[src/rtl/shift_right_seq.sv]
// Round-robin sequencer for the 10x5-bit lane shifter: a job is split into passes of at most 4 lanes.
// Optional SHIFT_RIGHT_SEQ_BYPASS_EN: amounts of NLANES or more load all-fill and complete in one cycle.

module shift_right_seq_lanes #(
   parameter int WIDTH  = 50,
   parameter int LANE_W = 5,
   parameter int NLANES = 10
) (
   input  logic [WIDTH-1:0]  din,
   input  logic [2:0]        sel,
   input  logic [LANE_W-1:0] fill,
   output logic [WIDTH-1:0]  dout,
   output logic              ok
);
   // Lane k takes lane k+sel; lanes shifted in from above the top take the fill pattern.
   always_comb begin
      dout = '0;
      for (int k = 0; k < NLANES; k++) begin
         if (k + int'(sel) < NLANES) begin
            dout[k*LANE_W +: LANE_W] = din[(k + int'(sel))*LANE_W +: LANE_W];
         end else begin
            dout[k*LANE_W +: LANE_W] = fill;
         end
      end
   end

   assign ok = (sel <= 3'd4);
endmodule

module shift_right_seq_chk (
   input logic clk,
   input logic rst,
   input logic in_run,
   input logic shift_ok
);
   shift_sel_in_range: assert property (@(posedge clk) disable iff (rst) in_run |-> shift_ok);
endmodule

module shift_right_seq #(
   parameter int WIDTH  = 50,
   parameter int LANE_W = 5,
   parameter int NLANES = 10,
   parameter int AMT_W  = 4
) (
   input  logic              clk,
   input  logic              rst,
   input  logic              req0_valid,
   output logic              req0_ready,
   input  logic [WIDTH-1:0]  req0_data,
   input  logic [AMT_W-1:0]  req0_amt,
   input  logic [LANE_W-1:0] req0_fill,
   input  logic              req1_valid,
   output logic              req1_ready,
   input  logic [WIDTH-1:0]  req1_data,
   input  logic [AMT_W-1:0]  req1_amt,
   input  logic [LANE_W-1:0] req1_fill,
   output logic              rsp_valid,
   input  logic              rsp_ready,
   output logic [WIDTH-1:0]  rsp_data,
   output logic              rsp_id,
   output logic              busy
);
   typedef enum logic [1:0] {IDLE = 2'd0, RUN = 2'd1, DONE = 2'd2} state_t;

   state_t              state_r, state_s;
   logic [WIDTH-1:0]    work_r;
   logic [AMT_W-1:0]    rem_r;
   logic [LANE_W-1:0]   fill_r;
   logic                id_r, last_grant_r, rsp_valid_r, busy_r;
   logic                grant0_s, grant1_s, accept_s, bypass_s;
   logic [WIDTH-1:0]    acc_data_s, shifted_s;
   logic [AMT_W-1:0]    acc_amt_s, rem_next_s;
   logic [LANE_W-1:0]   acc_fill_s;
   logic [2:0]          step_s;
   logic                shift_ok_s;

   // Arbitration: a lone requester wins; on a tie the one not granted last time wins.
   always_comb begin
      grant0_s = (state_r == IDLE) && req0_valid && (!req1_valid || last_grant_r);
      grant1_s = (state_r == IDLE) && req1_valid && (!req0_valid || !last_grant_r);
      accept_s = grant0_s || grant1_s;
      if (grant1_s) begin
         acc_data_s = req1_data;
         acc_amt_s  = req1_amt;
         acc_fill_s = req1_fill;
      end else begin
         acc_data_s = req0_data;
         acc_amt_s  = req0_amt;
         acc_fill_s = req0_fill;
      end
`ifdef SHIFT_RIGHT_SEQ_BYPASS_EN
      bypass_s = accept_s && (acc_amt_s >= AMT_W'(NLANES));
`else
      bypass_s = 1'b0;
`endif
      step_s     = (rem_r > AMT_W'(4)) ? 3'd4 : rem_r[2:0];
      rem_next_s = rem_r - AMT_W'(step_s);
   end

   shift_right_seq_lanes #(.WIDTH(WIDTH), .LANE_W(LANE_W), .NLANES(NLANES)) u_lanes (
      .din  (work_r),
      .sel  (step_s),
      .fill (fill_r),
      .dout (shifted_s),
      .ok   (shift_ok_s)
   );

   shift_right_seq_chk u_chk (
      .clk      (clk),
      .rst      (rst),
      .in_run   (state_r == RUN),
      .shift_ok (shift_ok_s)
   );

   // Next-state decode.
   always_comb begin
      state_s = state_r;
      case (state_r)
         IDLE: begin
            if (accept_s && ((acc_amt_s == AMT_W'(0)) || bypass_s)) begin
               state_s = DONE;
            end else if (accept_s) begin
               state_s = RUN;
            end else begin
               state_s = IDLE;
            end
         end
         RUN: begin
            if (rem_next_s == AMT_W'(0)) begin
               state_s = DONE;
            end else begin
               state_s = RUN;
            end
         end
         DONE: begin
            if (rsp_ready) begin
               state_s = IDLE;
            end else begin
               state_s = DONE;
            end
         end
         default: state_s = IDLE;
      endcase
   end

   // Job registers, one shifter pass per RUN cycle, and registered status outputs.
   always_ff @(posedge clk) begin
      if (rst) begin
         state_r      <= IDLE;
         work_r       <= '0;
         rem_r        <= '0;
         fill_r       <= '0;
         id_r         <= 1'b0;
         last_grant_r <= 1'b1;
         rsp_valid_r  <= 1'b0;
         busy_r       <= 1'b0;
      end else begin
         state_r     <= state_s;
         rsp_valid_r <= (state_s == DONE);
         busy_r      <= (state_s != IDLE);
         case (state_r)
            IDLE: begin
               if (accept_s) begin
                  work_r       <= bypass_s ? {NLANES{acc_fill_s}} : acc_data_s;
                  rem_r        <= acc_amt_s;
                  fill_r       <= acc_fill_s;
                  id_r         <= grant1_s;
                  last_grant_r <= grant1_s;
               end
            end
            RUN: begin
               work_r <= shifted_s;
               rem_r  <= rem_next_s;
            end
            default: begin
            end
         endcase
      end
   end

   assign req0_ready = grant0_s;
   assign req1_ready = grant1_s;
   assign rsp_valid  = rsp_valid_r;
   assign rsp_data   = work_r;
   assign rsp_id     = id_r;
   assign busy       = busy_r;
endmodule
[config.mk]
export PLATFORM = sky130hd
export DESIGN_NAME = shift_right_seq
export DESIGN_NICKNAME = d
export VERILOG_FILES = /design/src/rtl/shift_right_seq.sv
export SDC_FILE = /design/constraint.sdc
export NUM_CORES = 1
export LEC_CHECK = 0
export ABC_AREA = 1
export CAP_MARGIN = 20
export CORE_UTILIZATION = 42
export DETAILED_ROUTE_END_ITERATION = 6
export PLACE_DENSITY = 0.68
export SYNTH_ARGS = -nofsm -noshare
export SYNTH_HDL_FRONTEND = slang
export SYNTH_HIERARCHICAL = 1
export SYNTH_SLANG_ARGS = --single-unit
[constraint.sdc]
create_clock -name clk -period 4.7 [get_ports clk]
set_clock_uncertainty 0.1 [all_clocks]
set_input_delay 0.47 -clock clk [delete_from_list [all_inputs] [get_ports clk]]
set_output_delay 0.47 -clock clk [all_outputs]
set_load 0.01 [all_outputs]
== Yosys cells after proc, flatten, opt, wreduce, memory -nomap -nowiden ==
Index checks and enable logic that the tools add are counted.

* Flip-flop bits (word level): 65
* Bits of input ports: 123
* Output and inout bits: 55

* Add/subtract/negate cells: 10
* $mul: 10
* $lt $le $gt $ge: 11
* Equal/unequal tests: 4
* Shift-type cells: 10
* Mux-type cells: 23
* Reduce and logical (&&, ||, !) cells: 18

{| class="wikitable"
|+ Operators by type and width
! cell !! number
|-
| $shiftx 50x32->5 || 10
|-
| $lt 32x5->1 const B || 9
|-
| $mul 32x4->32 const B || 9
|-
| $mux 50 || 2
|-
| $pmux 50 s2 || 1
|-
| $mux 5 || 11
|-
| $add 3x3->4 const A || 4
|-
| $add 4x3->5 const A || 2
|-
| $add 2x3->4 const A || 2
|-
| $logic_not 4->1 || 2
|-
| $mux 4 || 2
|-
| $pmux 4 s2 || 1
|-
| $mul 3x3->6 const B || 1
|-
| $mux 2 || 3
|-
| $pmux 2 s3 || 1
|-
| $logic_and 1x1->1 || 5
|-
| $add 1x3->4 const A || 1
|-
| $eq 2x2->1 const B || 2
|-
| $gt 4x3->1 const B || 1
|-
| $lt 3x4->1 const B || 1
|-
| $reduce_and 2->1 || 2
|-
| $reduce_bool 2->1 || 2
|-
| $sub 4x3->4 || 1
|-
| $logic_not 1->1 || 3
|-
| other kinds (6) || 8
|}

== Longest topological paths before layout ==
* Depth after elaboration: 9
* Mapped depth: 21
* Gate-level depth less buffers: 17

== By module ==
Netlist, hierarchy kept.

{| class="wikitable"
|+ Modules (own cells, without submodules)
! module !! times used !! cells an instance !! area each (sq um)
|-
| shift_right_seq_lanes || 1 || 698 || 3395.8
|-
| shift_right_seq || 1 || 508 || 3362.0
|}

== Least setup slack after synthesis ==
No wires, ideal clock.

* Path kind: flip-flop to flip-flop
* Start point: register rem_r[3]
* End point: register work_r[11], in the netlist rsp_data[11]
* Arrival time: 3.654 ns
* Path slack: 0.818 ns
* Stages on the path, launching flop included: 20
* Path buffers: 4
* Period minus slack after synthesis: 3.882 ns
* Path through: dfxtp_1 > nor2_1 > inv_1 > nor2_1 > buf_4 > inv_4 > buf_4 > buf_2 > ha_1 > ha_1 > ha_1 > fa_1 > clkbuf_1 > inv_1 > nand3_1 > a21oi_1 > nand2_1 > nand2_1 > o21ai_0 > a21oi_1

* Word-level cells in the longest chain between the ends: 7
* Elaborated cells on any way between the ends: 8
* Classes of those cells: 1 x add/sub; 1 x mul; 2 x order compare; 1 x shift; 3 x mux

{| class="wikitable"
|+ Ends and longest elaborated chain
! what !! RTL line !! text
|-
| from (decl) || 67 || <nowiki>logic [AMT_W-1:0] rem_r;</nowiki>
|-
| from (signal assigned) || 165 || <nowiki>rem_r <= acc_amt_s;</nowiki>
|-
| from (signal assigned) || 173 || <nowiki>rem_r <= rem_next_s;</nowiki>
|-
| $gt 4x3->1 * || 96 || <nowiki>step_s = (rem_r > AMT_W'(4)) ? 3'd4 : rem_r[2:0];</nowiki>
|-
| $mux 3 * || 96 ||
|-
| named net step_s[2] || 74 || <nowiki>logic [2:0] step_s;</nowiki>
|-
| $add 2x3->4 * || 19, 20 ||
|-
| $mul 32x4->32 || 20 || <nowiki>dout[k*LANE_W +: LANE_W] = din[(k + int'(sel))*LANE_W +: LANE_W];</nowiki>
|-
| $shiftx 50x32->5 || 20 ||
|-
| $mux 5 * || 19 || <nowiki>if (k + int'(sel) < NLANES) begin</nowiki>
|-
| named net shifted_s[11] || 71 || <nowiki>logic [WIDTH-1:0] acc_data_s, shifted_s;</nowiki>
|-
| $pmux 50 s2 * || 161 || <nowiki>case (state_r)</nowiki>
|-
| to (signal assigned) || 164 || <nowiki>work_r <= bypass_s ? {NLANES{acc_fill_s}} : acc_data_s;</nowiki>
|-
| to (signal assigned) || 172 || <nowiki>work_r <= shifted_s;</nowiki>
|-
| to (decl) || 66 || <nowiki>logic [WIDTH-1:0] work_r;</nowiki>
|}

Mark *: on every way through the listed nets, which the timed path passes. The rest lies on a longest branch.
A chain may end at the register's enable or synchronous reset.

== Worst setup path after layout ==
* Start point: register rem_r[3]
* End point: register work_r[12], in the netlist rsp_data[12]

Same word-level chain as after synthesis.

==> out/qor.csv <==
stage,metric,value,unit
timing,timing.fmax,254,MHz
grt,overflow,0,
clock_network,clock_sink_count,65,
grt,grt_pass1_wl,44.3,mm
clock_network,cts_resized,0,
clock_network,cts_setup_buffers,0,
placed_design,hpwl,21.5,mm
finish,layout.nets,1457,
timing,worst_slew_pin_slew,1.04,ns
placed_design,port_buffers,177,
timing,setup_violations,0,
critical_path,end_kind,flop,
placed_design,dp_cells,1519,
critical_path,cp-start-kind,flop,
finish,antenna_cells,0,
job,drv_cap,0,
grt,grt.total_usage,34.9,%
clock_network,clock_latency,0.35,ns
synthesis,avgSynthCellArea,5.60,um2
hold_path,hp-class,flop to flop,
synthesis,syn_area,6750,um2
placed_design,dpl_cell_area,8420,um2
grt,grt_max_degree,101,
drt,drcViolationCount,0,
clock_network,clockBufferDepth,2,
finish,fin_cells,1535,
drt,wl_per_cell,18.6,um
clock_network,cts.clk_slew.worst_paths,0.06,ns
critical_path,rr_startpoint,rem_r[3],
floorplanning,initial_core_util,43.8,%
power_and_ir_drop,power-per-cell-area,600,nW/um2
timing,timing.setup.tns,0,ns
critical_path,required,4.81,ns
critical_path,startpoint,rem_r[3],
timing,worst_slack,0.765,ns
drt,dr.pass1.iters,6,
drt,dr.first_iter.drc_count,1113,
clock_network,cts_buffers,9,
clock_network,cts_tree,yes,
clock_network,cts_max_level,3,
critical_path,arrival,4.04,ns
synthesis,synth_cells,1205,
placed_design,gp_congestion,1.01,
finish,drive_gt1_share,4.83,%
floorplanning,core,15400,um2
finish,finalInstanceArea,8700,um2
timing,slew_headroom,30.4,%
floorplanning,ioPinCount,178,
clock_network,cts_hold_buf,0,
clock_network,clock-root-buffer,clkbuf_16,
power_and_ir_drop,vdd_drop_max,0.000313,V
power_and_ir_drop,leakage,3.82,nW
critical_path,crit_type,flop to flop,
timing,rsz0062_at_grt,false,
placed_design,place_ws,0.841,ns
synthesis,synth_fp_nets,1343,
timing,report.final.slew_viol_count,0,
finish,area_growth,28.8,%
timing,hold_viol,0,
floorplanning,dieHeight,129,um
critical_path,worstPathMaxFanout,29,
drt,num_vias,8923,
synthesis,synth_warnings,6,
grt,antenna_found_initial,1,
floorplanning,num_rows,45,
timing,fin_crit_sh,83.7,%
timing,fin_crit,3.94,ns
hold_path,hold_start,rsp_id,
grt,grt_pass1_vias,8119,
finish,multiInputGateArea,4750,um2
outcome,status,finished clean,
drt,viasPerCell,5.81,
floorplanning,die_area,16600,um2
finish,regArea,1300,um2
drt,ant_nets,0,
floorplanning,die_x,129,um
drt,wl,28.5,mm
finish,fillers,1713,
[worst max-delay path: stages (launching register included)]
cell and delay [ns]:
dfxtp_1 0.35, nor2_1 0.13, inv_1 0.06, buf_4 0.24, nor2_4 0.17, inv_4 0.04, ha_1 0.33, ha_1 0.20
ha_1 0.66, clkinv_1 0.57, nand3_1 0.23, nand3_1 0.09, a21oi_1 0.18, nor2_1 0.06, nand2_1 0.10, nand2_1 0.05
o21ai_0 0.13, a21oi_1 0.08
[per-layer routing]
metal  share of wire, %  vias to the layer above  track usage, %  wire (um)
met2                 43                      499            53.1      12300
met5                  0                        -               0          0
li1                   -                     4330               -          -
met1                 44                     4032            48.4      12600
met3                 10                       62            8.19       2970
met4                2.6                        0            11.3        749
[sequential cells by signal, indices dropped and copies added (netlist names)]
name,cells
rsp_id,1
fill_r,5
rsp_valid,1
last_grant_r,1
busy,1
rem_r,4
state_r,2
rsp_data,50
[through the flow]
step                      hold WS, ns  util, %  power, mW
final                           0.376     56.4       5.22
after global routing            0.408     56.4       5.60
after CTS                       0.372     56.4       5.11
after detailed placement        0.359     54.6       4.46
after global placement          0.363     54.6       4.45
after floorplan                 0.380        -       3.27
[power breakdown]
part / switching (mW) / leakage (nW) / total, mW / internal [mW]
Clock: 0.287 / 0.129 / 0.648 / 0.361
Combinational: 2.39 / 3.15 / 3.64 / 1.25
Sequential: 0.223 / 0.541 / 0.931 / 0.708
[final timing paths]
path	to	slack, ns	cells past startpoint
worst min-delay path	rsp_id	0.38	2
worst max register to register	rsp_data[12]	0.76	17
worst max-delay path	rsp_data[12]	0.76	17
worst min register to register	rsp_id	0.38	2
[cell type report]
type / instances / share of cell area [%]
clock buffer: 9 / 2.59
clock inverter: 7 / 0.618
inverter: 61 / 2.75
multi-input combinational: 992 / 54.6
sequential: 65 / 15.0
tap: 211 / 3.03
timing repair buffer: 190 / 21.5
[cell usage in the layout (no fill, tap or decap), types with 11 or more instances in the layout]
cell type / n
o21ai_1: 42
inv_1: 54
o21ai_0: 124
or2_2: 11
nor2_1: 34
nand2_2: 12
nand2_1: 371
buf_4: 13
ha_1: 14
dfxtp_1: 65
nand3_1: 236
clkdlybuf4s50_1: 177
a21oi_1: 89
No activity file was read; power rests on OpenSTA's default activity.
